**src/rtl/dreq_credits_wr_mc_if.sv**
```systemverilog
// ----------------------------------------------------------------------------
// dreq_credits_wr_mc_if
// Request bus bundle around the multi-channel write-request credit gate.
// Upstream side: per-channel request valid/ready/data.
// Downstream side: a single request valid/ready/data plus its source channel.
//   slave  : view of the credit gate itself (takes requests, drives output)
//   master : view of the surrounding logic (issues requests, takes output)
// ----------------------------------------------------------------------------
interface dreq_credits_wr_mc_if #(
  parameter int unsigned N_CHAN    = 4,
  parameter int unsigned REQ_BITS  = 64,
  parameter int unsigned CHAN_BITS = 2
);
  logic [N_CHAN-1:0]          s_req_valid;
  logic [N_CHAN-1:0]          s_req_ready;
  logic [N_CHAN*REQ_BITS-1:0] s_req_data;
  logic                       m_req_valid;
  logic                       m_req_ready;
  logic [REQ_BITS-1:0]        m_req_data;
  logic [CHAN_BITS-1:0]       m_req_chan;

  modport slave (
    input  s_req_valid, s_req_data, m_req_ready,
    output s_req_ready, m_req_valid, m_req_data, m_req_chan
  );

  modport master (
    output s_req_valid, s_req_data, m_req_ready,
    input  s_req_ready, m_req_valid, m_req_data, m_req_chan
  );
endinterface

```
**src/rtl/dreq_credits_wr_mc.sv**
```systemverilog
// ----------------------------------------------------------------------------
// dreq_credits_wr_mc
// Per-channel beat-credit gate for write requests. A request is only released
// once its channel has buffered enough write-data beats to cover the whole
// transfer; eligible requests are round-robin arbitrated into one registered
// output slot ahead of the shared write DMA.
//
// Ports:
//   aclk, aresetn  clock, synchronous active-low reset
//   bus            request bundle (slave modport): s_req_* per channel in,
//                  m_req_* single registered request out, m_req_chan source
//   xfer           one write-data beat buffered for channel i this cycle
//   cnt_ovf        sticky per-channel credit counter saturation flag
//   stat_req       (DREQ_CREDITS_WR_STATS_EN) granted requests per channel
//   stat_stall     (DREQ_CREDITS_WR_STATS_EN) valid-but-starved cycles
//
// Optional feature macro: DREQ_CREDITS_WR_STATS_EN
// ----------------------------------------------------------------------------
module dreq_credits_wr_mc #(
  parameter int unsigned N_CHAN    = 4,
  parameter int unsigned DATA_BITS = 512,
  parameter int unsigned REQ_BITS  = 64,
  parameter int unsigned LEN_OFFS  = 0,
  parameter int unsigned LEN_BITS  = 28,
  parameter int unsigned CNT_BITS  = 16
) (
  input  logic                     aclk,
  input  logic                     aresetn,
  dreq_credits_wr_mc_if.slave      bus,
  input  logic [N_CHAN-1:0]        xfer,
  output logic [N_CHAN-1:0]        cnt_ovf
`ifdef DREQ_CREDITS_WR_STATS_EN
  ,
  output logic [N_CHAN*32-1:0]     stat_req,
  output logic [N_CHAN*32-1:0]     stat_stall
`endif
);

  localparam int unsigned BEAT_BYTES = DATA_BITS / 8;
  localparam int unsigned BEAT_SHIFT = $clog2(BEAT_BYTES);
  localparam int unsigned CHAN_BITS  = (N_CHAN > 1) ? $clog2(N_CHAN) : 1;
  localparam int unsigned NB_BITS    = CNT_BITS + 1;
  localparam int unsigned WIDE       = (LEN_BITS + 1 > NB_BITS) ? LEN_BITS + 1 : NB_BITS;
  localparam logic [WIDE-1:0]     NB_MAX  = (WIDE'(1) << NB_BITS) - WIDE'(1);
  localparam logic [CNT_BITS-1:0] CNT_MAX = '1;

  logic [CNT_BITS-1:0]  r_cnt [N_CHAN];
  logic [N_CHAN-1:0]    r_ovf;
  logic [CHAN_BITS-1:0] r_ptr;
  logic                 r_m_valid;
  logic [REQ_BITS-1:0]  r_m_data;
  logic [CHAN_BITS-1:0] r_m_chan;

  logic [NB_BITS-1:0]   w_nb [N_CHAN];
  logic [CNT_BITS-1:0]  w_cnt_n [N_CHAN];
  logic [N_CHAN-1:0]    w_elig;
  logic [N_CHAN-1:0]    w_grant;
  logic [N_CHAN-1:0]    w_ovf_set;
  logic                 w_found;
  logic                 w_load;
  logic [CHAN_BITS-1:0] w_gidx;

  // Beats needed per request (rounded up); clamped into NB_BITS, which still
  // exceeds any counter value, so oversized requests simply never qualify.
  always_comb begin : p_beats
    logic [WIDE-1:0] v_nb;
    v_nb   = '0;
    w_elig = '0;
    for (int i = 0; i < N_CHAN; i++) begin
      v_nb = (WIDE'(bus.s_req_data[i*REQ_BITS + LEN_OFFS +: LEN_BITS])
              + WIDE'(BEAT_BYTES - 1)) >> BEAT_SHIFT;
      w_nb[i]   = (v_nb > NB_MAX) ? '1 : NB_BITS'(v_nb);
      w_elig[i] = bus.s_req_valid[i] && (NB_BITS'(r_cnt[i]) >= w_nb[i]);
    end
  end

  // Round-robin pick starting at r_ptr; only loads when the slot is free or draining.
  always_comb begin : p_arb
    int unsigned v_idx;
    v_idx   = 0;
    w_found = 1'b0;
    w_gidx  = '0;
    for (int k = 0; k < N_CHAN; k++) begin
      v_idx = (32'(r_ptr) + 32'(k)) % N_CHAN;
      if (!w_found && w_elig[CHAN_BITS'(v_idx)]) begin
        w_found = 1'b1;
        w_gidx  = CHAN_BITS'(v_idx);
      end
    end
    w_load  = (!r_m_valid || bus.m_req_ready) && w_found;
    w_grant = '0;
    if (w_load) w_grant[w_gidx] = 1'b1;
  end

  // Credit update nets beat arrival against grant; saturates at CNT_MAX.
  always_comb begin : p_cnt_next
    logic [NB_BITS-1:0] v_sum;
    v_sum     = '0;
    w_cnt_n   = r_cnt;
    w_ovf_set = '0;
    for (int i = 0; i < N_CHAN; i++) begin
      v_sum = NB_BITS'(r_cnt[i]) + NB_BITS'(xfer[i]) - (w_grant[i] ? w_nb[i] : '0);
      if (v_sum > NB_BITS'(CNT_MAX)) begin
        w_cnt_n[i]   = CNT_MAX;
        w_ovf_set[i] = 1'b1;
      end else begin
        w_cnt_n[i]   = CNT_BITS'(v_sum);
      end
    end
  end

  // Credit counters, RR pointer and the output request slot.
  always_ff @(posedge aclk) begin
    if (!aresetn) begin
      for (int i = 0; i < N_CHAN; i++) r_cnt[i] <= '0;
      r_ovf     <= '0;
      r_ptr     <= '0;
      r_m_valid <= 1'b0;
      r_m_data  <= '0;
      r_m_chan  <= '0;
    end else begin
      for (int i = 0; i < N_CHAN; i++) r_cnt[i] <= w_cnt_n[i];
      r_ovf <= r_ovf | w_ovf_set;
      if (w_load) begin
        r_m_valid <= 1'b1;
        r_m_data  <= bus.s_req_data[32'(w_gidx)*REQ_BITS +: REQ_BITS];
        r_m_chan  <= w_gidx;
        r_ptr     <= (w_gidx == CHAN_BITS'(N_CHAN - 1)) ? '0 : w_gidx + CHAN_BITS'(1);
      end else if (bus.m_req_ready) begin
        r_m_valid <= 1'b0;
      end
    end
  end

  assign bus.s_req_ready = w_grant;
  assign bus.m_req_valid = r_m_valid;
  assign bus.m_req_data  = r_m_data;
  assign bus.m_req_chan  = r_m_chan;
  assign cnt_ovf         = r_ovf;

`ifdef DREQ_CREDITS_WR_STATS_EN
  logic [31:0] r_stat_req   [N_CHAN];
  logic [31:0] r_stat_stall [N_CHAN];

  // Free-running wrap-around statistics per channel.
  always_ff @(posedge aclk) begin
    if (!aresetn) begin
      for (int i = 0; i < N_CHAN; i++) begin
        r_stat_req[i]   <= '0;
        r_stat_stall[i] <= '0;
      end
    end else begin
      for (int i = 0; i < N_CHAN; i++) begin
        if (w_grant[i]) r_stat_req[i] <= r_stat_req[i] + 32'd1;
        if (bus.s_req_valid[i] && !w_elig[i]) r_stat_stall[i] <= r_stat_stall[i] + 32'd1;
      end
    end
  end

  always_comb begin : p_stat_pack
    stat_req   = '0;
    stat_stall = '0;
    for (int i = 0; i < N_CHAN; i++) begin
      stat_req[i*32 +: 32]   = r_stat_req[i];
      stat_stall[i*32 +: 32] = r_stat_stall[i];
    end
  end
`endif

endmodule

```
**src/flat_wrapper.sv**
```systemverilog
// flat-port wrapper written by rule: the top's interface ports become plain ports
module dreq_credits_wr_mc_flat 
#(
  parameter int unsigned N_CHAN    = 4,
  parameter int unsigned DATA_BITS = 512,
  parameter int unsigned REQ_BITS  = 64,
  parameter int unsigned LEN_OFFS  = 0,
  parameter int unsigned LEN_BITS  = 28,
  parameter int unsigned CNT_BITS  = 16
)
  (aclk, aresetn, xfer, cnt_ovf, bus_s_req_valid, bus_s_req_data, bus_m_req_ready, bus_s_req_ready, bus_m_req_valid, bus_m_req_data, bus_m_req_chan);
  dreq_credits_wr_mc_if #(.N_CHAN(N_CHAN), .REQ_BITS(REQ_BITS)) bus_i ();
  input  logic aclk;
  input  logic aresetn;
  input  logic [N_CHAN-1:0] xfer;
  output logic [N_CHAN-1:0] cnt_ovf;
  input wire logic [$bits(bus_i.s_req_valid)-1:0] bus_s_req_valid;
  input wire logic [$bits(bus_i.s_req_data)-1:0] bus_s_req_data;
  input wire logic [$bits(bus_i.m_req_ready)-1:0] bus_m_req_ready;
  output wire logic [$bits(bus_i.s_req_ready)-1:0] bus_s_req_ready;
  output wire logic [$bits(bus_i.m_req_valid)-1:0] bus_m_req_valid;
  output wire logic [$bits(bus_i.m_req_data)-1:0] bus_m_req_data;
  output wire logic [$bits(bus_i.m_req_chan)-1:0] bus_m_req_chan;
  assign bus_i.s_req_valid = bus_s_req_valid;
  assign bus_i.s_req_data = bus_s_req_data;
  assign bus_i.m_req_ready = bus_m_req_ready;
  assign bus_s_req_ready = bus_i.s_req_ready;
  assign bus_m_req_valid = bus_i.m_req_valid;
  assign bus_m_req_data = bus_i.m_req_data;
  assign bus_m_req_chan = bus_i.m_req_chan;
  dreq_credits_wr_mc #(.N_CHAN(N_CHAN), .DATA_BITS(DATA_BITS), .REQ_BITS(REQ_BITS), .LEN_OFFS(LEN_OFFS), .LEN_BITS(LEN_BITS), .CNT_BITS(CNT_BITS)) u_core (.aclk(aclk), .aresetn(aresetn), .bus(bus_i), .xfer(xfer), .cnt_ovf(cnt_ovf));
endmodule
```
**config.mk**
```make
export PLATFORM = sky130hd
export DESIGN_NAME = dreq_credits_wr_mc_flat
export DESIGN_NICKNAME = d
export VERILOG_FILES = /design/src/rtl/dreq_credits_wr_mc_if.sv /design/src/rtl/dreq_credits_wr_mc.sv /design/src/flat_wrapper.sv
export SDC_FILE = /design/constraint.sdc
export NUM_CORES = 1
export LEC_CHECK = 0
export CORE_ASPECT_RATIO = 1.4
export CORE_MARGIN = 2
export CORE_UTILIZATION = 40
export DETAILED_ROUTE_END_ITERATION = 12
export GPL_ROUTABILITY_DRIVEN = 0
export PLACE_DENSITY = 0.74
export SLEW_MARGIN = 5
export SYNTH_ARGS = -nofsm -noshare
export SYNTH_HDL_FRONTEND = slang
export SYNTH_SLANG_ARGS = --single-unit
```
**constraint.sdc**
```tcl
create_clock -name aclk -period 7.6 [get_ports aclk]
set_input_delay 0.76 -clock aclk [delete_from_list [all_inputs] [get_ports aclk]]
set_output_delay 0.76 -clock aclk [all_outputs]
set_load 0.005 [all_outputs]
```
==> results of run 1 <==
worst max path at each step:
stage                              startpoint                to  slack [ps]
after floorplan            bus_s_req_data[67]   u_core.r_cnt[5]          20
after global placement    bus_s_req_data[192]   u_core.r_cnt[4]        -580
after detailed placement  bus_s_req_data[132]  u_core.r_cnt[19]        -770
after CTS                 bus_s_req_data[133]  u_core.r_cnt[14]          10
after global routing       bus_s_req_data[67]  u_core.r_cnt[22]         -20
final                      bus_s_req_data[67]  u_core.r_cnt[12]         180
cells in the mapped netlist, types with 43 or more instances:
library cell	number	area [um2]
and2_1	43	269
nand2_1	52	195
nor2_1	64	240
a21oi_1	63	315
nand2b_1	70	438
o21ai_0	44	220
a22o_1	59	517
ha_1	196	2450
o21a_1	73	548
xnor2_1	52	455
mux4_2	58	1310
dfxtp_1	137	2740
placed cells by master (no fill, tap or decap), drive strengths merged, types with 52 or more instances in the layout:
master,count
a21oi,64
a22o,59
buf,268
clkdlybuf4s50,332
dfxtp,137
ha,196
mux4,58
nand2,52
nand2b,70
nor2,66
o21a,74
xnor2,54
kinds of logic (layout without fill, tap and decap cells):
| logic type | after synthesis | in the layout |
|---|---|---|
| compound gates | 375 | 376 |
| xor+xnor | 93 | 95 |
| fa+ha+maj | 200 | 200 |
| buf+inv | 87 | 674 |
| flops | 137 | 137 |
| mux | 60 | 60 |
| other cells | 0 | 1 |
| simple gates | 355 | 355 |
worst max-delay path, delay by kind of cell:
| family | cells | cell delay [ps] |
|---|---|---|
| AO/OA/AOI/OAI | 16 | 3390 |
| XOR/XNOR | 2 | 590 |
| buffers and inverters | 4 | 940 |
| adder cells (fa/ha/maj) | 4 | 950 |
| AND/OR/NAND/NOR | 9 | 1140 |
report_power, final:
| group | switching, W | internal [W] |
|---|---|---|
| Combinational | 0.00206 | 0.00229 |
| Sequential | 0.000140 | 0.000921 |
| Clock | 0.000335 | 0.000469 |
| Total | 0.00254 | 0.00368 |
routing by layer:
metal	wire [um]	track usage, %	vias to the layer above
met1	18900	35.0	6268
met4	2960	18.0	0
li1	-	-	6057
met5	0	0	-
met2	23800	51.4	739
met3	5120	7.35	142
sequential cells by signal (all words and copies together) (netlist names):
| signal | flops |
|---|---|
| u_core.bus.m_req_valid | 1 |
| u_core.r_cnt | 64 |
| u_core.r_ptr | 2 |
| u_core.cnt_ovf | 4 |
| u_core.bus.m_req_chan | 2 |
| u_core.bus.m_req_data | 64 |
metrics by stage:
step | hold WS (ps) | worst slack [ps]
after floorplan | 455 | 21.7
after global placement | 441 | -583
after detailed placement | 443 | -774
after CTS | 460 | 12.0
after global routing | 475 | -17.7
final | 459 | 178
area by class of cell:
cell class / instances / area (um2)
Clock buffer: 22 / 474
Tap cell: 390 / 488
Timing Repair Buffer: 608 / 5450
Multi-Input combinational cell: 1086 / 9770
Antenna cell: 1 / 2.50
Clock inverter: 8 / 72.6
Fill cell: 2522 / 11600
Inverter: 36 / 135
Sequential cell: 137 / 2740
repair_timing:
item | CTS | global route
pin swaps | 8 | 36
buffers inserted | 1 | 10
cloned | 2 | 1
setup endpoints to repair | 51 | 68
gates resized for setup | 19 | 68
==> metrics.md, run 1 <==
| Metric | Value |
|---|---|
| MaxCap Viol Count | 0 |
| Final cell count without fillers | 2288 |
| Launch point of the worst hold path | u_core.bus.m_req_data[24] |
| Maximum single-stage delay on the critical path | 560 ps |
| Worst Setup Path Type | in2reg |
| Worst-path cell with the longest stage delay | clkdlybuf4s50_1 |
| Final Hold Viols | 0 |
| Leakage component of the power | 8.23 nW |
| Number of flops mapped to enable cells by yosys | 0 |
| DR pass1 iterations | 5 |
| Xor/xnor share of the synthesized area | 6.76% |
| Max Transition Viols Final | 0 |
| Worst clock skew | 10.4 ps |
| Worst ir drop on vdd | 0.222 mV |
| Peak fanout along the critical path | 6 |
| Fin crit period | 7420 ps |
| Relative max-transition margin | 35.0% |
| Compound-gate portion of the synthesized area | 21.5% |
| Post-Syn Nets | 1774 |
| Vias in the first global route | 13400 |
| Arrival @ worst endpoint | 7760 ps |
| Result of the run | finished, final reports clean |
| Dpl cells | 2243 |
| FFs w/ async S/R, synth | 0% |
| Placed instance area | 18100 um2 |
| Total global routing track utilization | 30.4% |
| Crit end category | flop |
| Post-route DRC | 0 |
| Worst-Skew Late Latency | 450 ps |
| Post-layout utilization of the core | 62.3% |
| Number of design-rule violations left by the first detailed-router iteration | 943 |
| Post-Synthesis Cell Area | 12500 um2 |
| Placed wire-length estimate after detailed placement | 42300 um |
| Clock slew at the register clock pins of the worst setup and hold paths | 60 ps |
| Syn avg cell area | 9.55 um2 |
| Part of the Yosys area used for sequential elements | 22.0% |
| Initial antenna violation count | 7 |
| Total wire length | 50800 um |
| TritonCTS clock tree | built |
| Number of cell instances on the worst register-to-register path | 25 |
| Die outline height | 213 um |
| Total number of yosys warnings | 0 |
| Total chip power | 0.00622 W |
| Hold buffer count at CTS | 0 |
| Post-synthesis share of cell area spent on and, or, nand and nor gates | 15.4% |
| Hold Path Cell Cnt | 1 |
| Vias after detailed routing | 13200 |
| Dominant register cell in the synthesized netlist | dfxtp_1 |
| First-pass GRT wire length | 74900 um |
| Ratio of routed vias to standard cells | 5.77 |
| Reg-to-reg setup timing slack | 1920 ps |
| Number of sinks driven by the clock tree | 137 |
| Classification of the worst-slack hold path | reg2reg |
| Detail-routed net length per standard cell | 22.2 um |
| Top cell by count, worst path | ha_1 |
| Synthesized netlist cell count | 1307 |
| Kind of start point of the critical path | primary input |
| Fraction of layout cells with a size suffix above 1 | 23.9% |
| CTS H-tree depth | 4 |
| Launch point of the worst reg-to-reg path | u_core.r_cnt[58] |
| Total clock buffers created by CTS | 17 |
| Transition time of the tightest slew-check pin | 975 ps |
| Io pins | 342 |
| Final setup vio count | 0 |
| Final cycle utilization of the critical path | 97.7% |
| Pwr/cell area | 325 nW/um2 |
| Clock root buffer | clkbuf_16 |
| Mux share of post-synthesis cell area | 10.6% |
| Buffers from clock root to sink, at most | 2 |
| Area of the die | 32700 um2 |
| Final design area excluding fillers | 19100 um2 |
| Die X | 153 um |
| Destination of the worst register-to-register timing path | u_core.r_cnt[12] |
| Number of distinct library cells after synthesis | 76 |
| Number of rows created at floorplan | 76 |
| Standard cell core area | 30700 um2 |
| Maximum number of pins on one net before global-route repair | 76 |
| Worst Path Required | 7940 ps |
| Total of flip-flops plus latches after synthesis | 137 |
| Number of port buffers | 341 |
| Global route overflow | 0 |
| Initial standard-cell utilization of the core | 40.6% |
| Fmax achieved | 135 MHz |
| Area share of fa/ha/maj cells after synthesis | 20.3% |
| Setup tns final | 0 ps |
| Antenna viol nets, final | 0 |
| Synth-to-layout area growth | 53.4% |
| Hold Path Sink | u_core.bus.m_req_data[24] |
| Net count reported at finish | 2353 |
| Dominant combinational cell family by area after synthesis | compound AO/OA/AOI/OAI gates |
No activity file was read; power rests on OpenSTA's default activity.
==> run 2, diff against run 1 <==
--- a/config.mk
+++ b/config.mk
@@ -10,7 +10,7 @@
 export CORE_UTILIZATION = 40
 export DETAILED_ROUTE_END_ITERATION = 12
 export GPL_ROUTABILITY_DRIVEN = 0
-export PLACE_DENSITY = 0.74
+export PLACE_DENSITY = 0.73
 export SLEW_MARGIN = 5
 export SYNTH_ARGS = -nofsm -noshare
 export SYNTH_HDL_FRONTEND = slang
==> metrics.md, run 2 (synthesis gave the netlist of run 1 again) <==
| Metric | Value |
|---|---|
| Vias in the first global route | 13500 (was 13400) |
| Final Hold Viols | 0 (unchanged) |
| Maximum number of pins on one net before global-route repair | 76 (unchanged) |
| MaxCap Viol Count | 0 (unchanged) |
| Ratio of routed vias to standard cells | 5.75 (was 5.77) |
| Total wire length | 51200 um (was 50800 um) |
| TritonCTS clock tree | built (unchanged) |
| Area of the die | 32700 um2 (unchanged) |
| Global route overflow | 0 (unchanged) |
| Number of port buffers | 341 (unchanged) |
| Met1 WL | 18700 um (was 18900 um) |
| Transition time of the tightest slew-check pin | 942 ps (was 975 ps) |
| Leakage component of the power | 8.46 nW (was 8.23 nW) |
| Total global routing track utilization | 30.9% (was 30.4%) |
| Worst-Skew Late Latency | 450 ps (about the same) |
| Worst Path Required | 7940 ps (about the same) |
| Buffers & Inverters on Critical Path | 5 (was 4) |
| Antenna viol nets, final | 0 (unchanged) |
| Fraction of layout cells with a size suffix above 1 | 24.4% (was 23.9%) |
| DR pass1 iterations | 5 (unchanged) |
| Filler cell count in the final layout | 2465 (was 2522) |
| Final setup vio count | 0 (unchanged) |
| Fin crit period | 7330 ps (was 7420 ps) |
| Worst Setup Path Type | in2reg (unchanged) |
| Maximum single-stage delay on the critical path | 480 ps (was 560 ps) |
| Initial standard-cell utilization of the core | 40.6% (unchanged) |
| Uppermost layer routed | met5 (was met4) |
| Post-layout utilization of the core | 63.0% (was 62.3%) |
| Die X | 153 um (unchanged) |
| Die outline height | 213 um (unchanged) |
| Io pins | 342 (unchanged) |
| Fmax achieved | 136 MHz (was 135 MHz) |
| Clock slew at the register clock pins of the worst setup and hold paths | 60 ps (about the same) |
| Number of sinks driven by the clock tree | 137 (unchanged) |
| Net count reported at finish | 2359 (was 2353) |
| Clock root buffer | clkbuf_16 (unchanged) |
| Buffers from clock root to sink, at most | 2 (unchanged) |
| Standard cell core area | 30700 um2 (unchanged) |
| Met2 Wirelength | 24400 um (was 23800 um) |
| Placed wire-length estimate after detailed placement | 42300 um (about the same) |
| Total clock buffers created by CTS | 17 (unchanged) |
| Detail-routed net length per standard cell | 22.3 um (was 22.2 um) |
| Routed length on met3 | 5150 um (was 5120 um) |
| First-pass GRT wire length | 76300 um (was 74900 um) |
| Synth-to-layout area growth | 55.1% (was 53.4%) |
| Worst-path cell with the longest stage delay | clkdlybuf4s50_1 (unchanged) |
| Final cycle utilization of the critical path | 96.4% (was 97.7%) |
| Arrival @ worst endpoint | 7670 ps (was 7760 ps) |
| Relative max-transition margin | 37.2% (was 35.0%) |
| Classification of the worst-slack hold path | reg2reg (unchanged) |
| Crit end category | flop (unchanged) |
| Number of rows created at floorplan | 76 (unchanged) |
| Worst Hold Slack | 463 ps (was 459 ps) |
| Result of the run | finished, final reports clean (unchanged) |
| Vias after detailed routing | 13200 (about the same) |
| Worst ir drop on vdd | 0.242 mV (was 0.222 mV) |
| Total chip power | 0.00619 W (was 0.00622 W) |
| Critical path's top delay family | compound AO/OA/AOI/OAI gates (unchanged) |
| Commonest non-fill, non-tap cell in the layout | clkdlybuf4s50_1 (unchanged) |
| Worst clock skew | 8.96 ps (was 10.4 ps) |
| Peak fanout along the critical path | 8 (was 6) |
| Number of design-rule violations left by the first detailed-router iteration | 909 (was 943) |
| Pwr/cell area | 320 nW/um2 (was 325 nW/um2) |
| Initial antenna violation count | 15 (was 7) |
| Max Transition Viols Final | 0 (unchanged) |
| Post-route DRC | 0 (unchanged) |
| CTS H-tree depth | 4 (unchanged) |
| Kind of start point of the critical path | primary input (unchanged) |
| Top library cells by usage in the layout, fill and taps aside | clkdlybuf4s50_1 (315), buf_4 (266), ha_1 (188) (was clkdlybuf4s50_1 (332), buf_4 (265), ha_1 (192)) |
run 2: changes by cell type in the layout (fill, tap and decap cells not counted), moves of 4 or more:
| cell | delta |
|---|---|
| dlymetal6s2s_1 | +18 |
| clkdlybuf4s50_1 | -17 |
| diode_2 | +6 |
| a21boi_1 | +5 |
| o21ai_2 | +5 |
| buf_6 | +4 |
| ha_1 | -4 |
| o21ai_1 | -4 |
run 2: final timing paths:
kind	from	slack (ps)	endpoint	cells after the start
max	bus_s_req_data[71]	270	u_core.r_cnt[2]	35
max reg2reg	u_core.r_cnt[52]	1840	u_core.r_cnt[2]	26
min	u_core.cnt_ovf[0]	460	u_core.cnt_ovf[0]	1
min reg2reg	u_core.cnt_ovf[0]	460	u_core.cnt_ovf[0]	1
run 2: per-layer routing:
metal	track usage, %	vias up
met5	0	-
met4	17.1	8
met3	7.65	171
met2	52.3	691
met1	35.9	6273
li1	-	6085
run 2: report_power, final:
part | total (W) | internal (W) | leakage (nW) | switching [W]
Clock | 0.000887 | 0.000532 | 0.286 | 0.000355
Sequential | 0.00107 | 0.000921 | 1.13 | 0.000151
Combinational | 0.00423 | 0.00222 | 7.04 | 0.00201
run 2: metrics by stage:
stage          TNS [ps]  area, um2  std cells  setup WS, ps
6_report              0      19400       2302           273
5_1_grt            -290      19300       2299         -33.8
4_1_cts           -4.14      18900       2279         -4.14
3_5_place_dp     -50360      18100       2244          -926
3_3_place_gp     -39890      18100       2244          -774
2_1_floorplan         0      12500       1307          21.7
run 2: what timing repair did:
action | CTS | global route
pin swaps | 7 | 45
hold buffers | 0 | 0
gates resized for setup | 19 | 95
setup endpoints to repair | 68 | 68
gates cloned | 2 | 0
setup buffers | 1 | 16
run 2: layout make-up:
type | instances | area [um2] | area share (%)
clock buffer | 21 | 460 | 2.38
antenna | 7 | 17.5 | 0.0905
timing repair buffer | 615 | 5580 | 28.8
tap | 390 | 488 | 2.52
inverter | 36 | 135 | 0.698
sequential | 137 | 2740 | 14.2
clock inverter | 11 | 144 | 0.743
multi-input combinational | 1085 | 9790 | 50.6
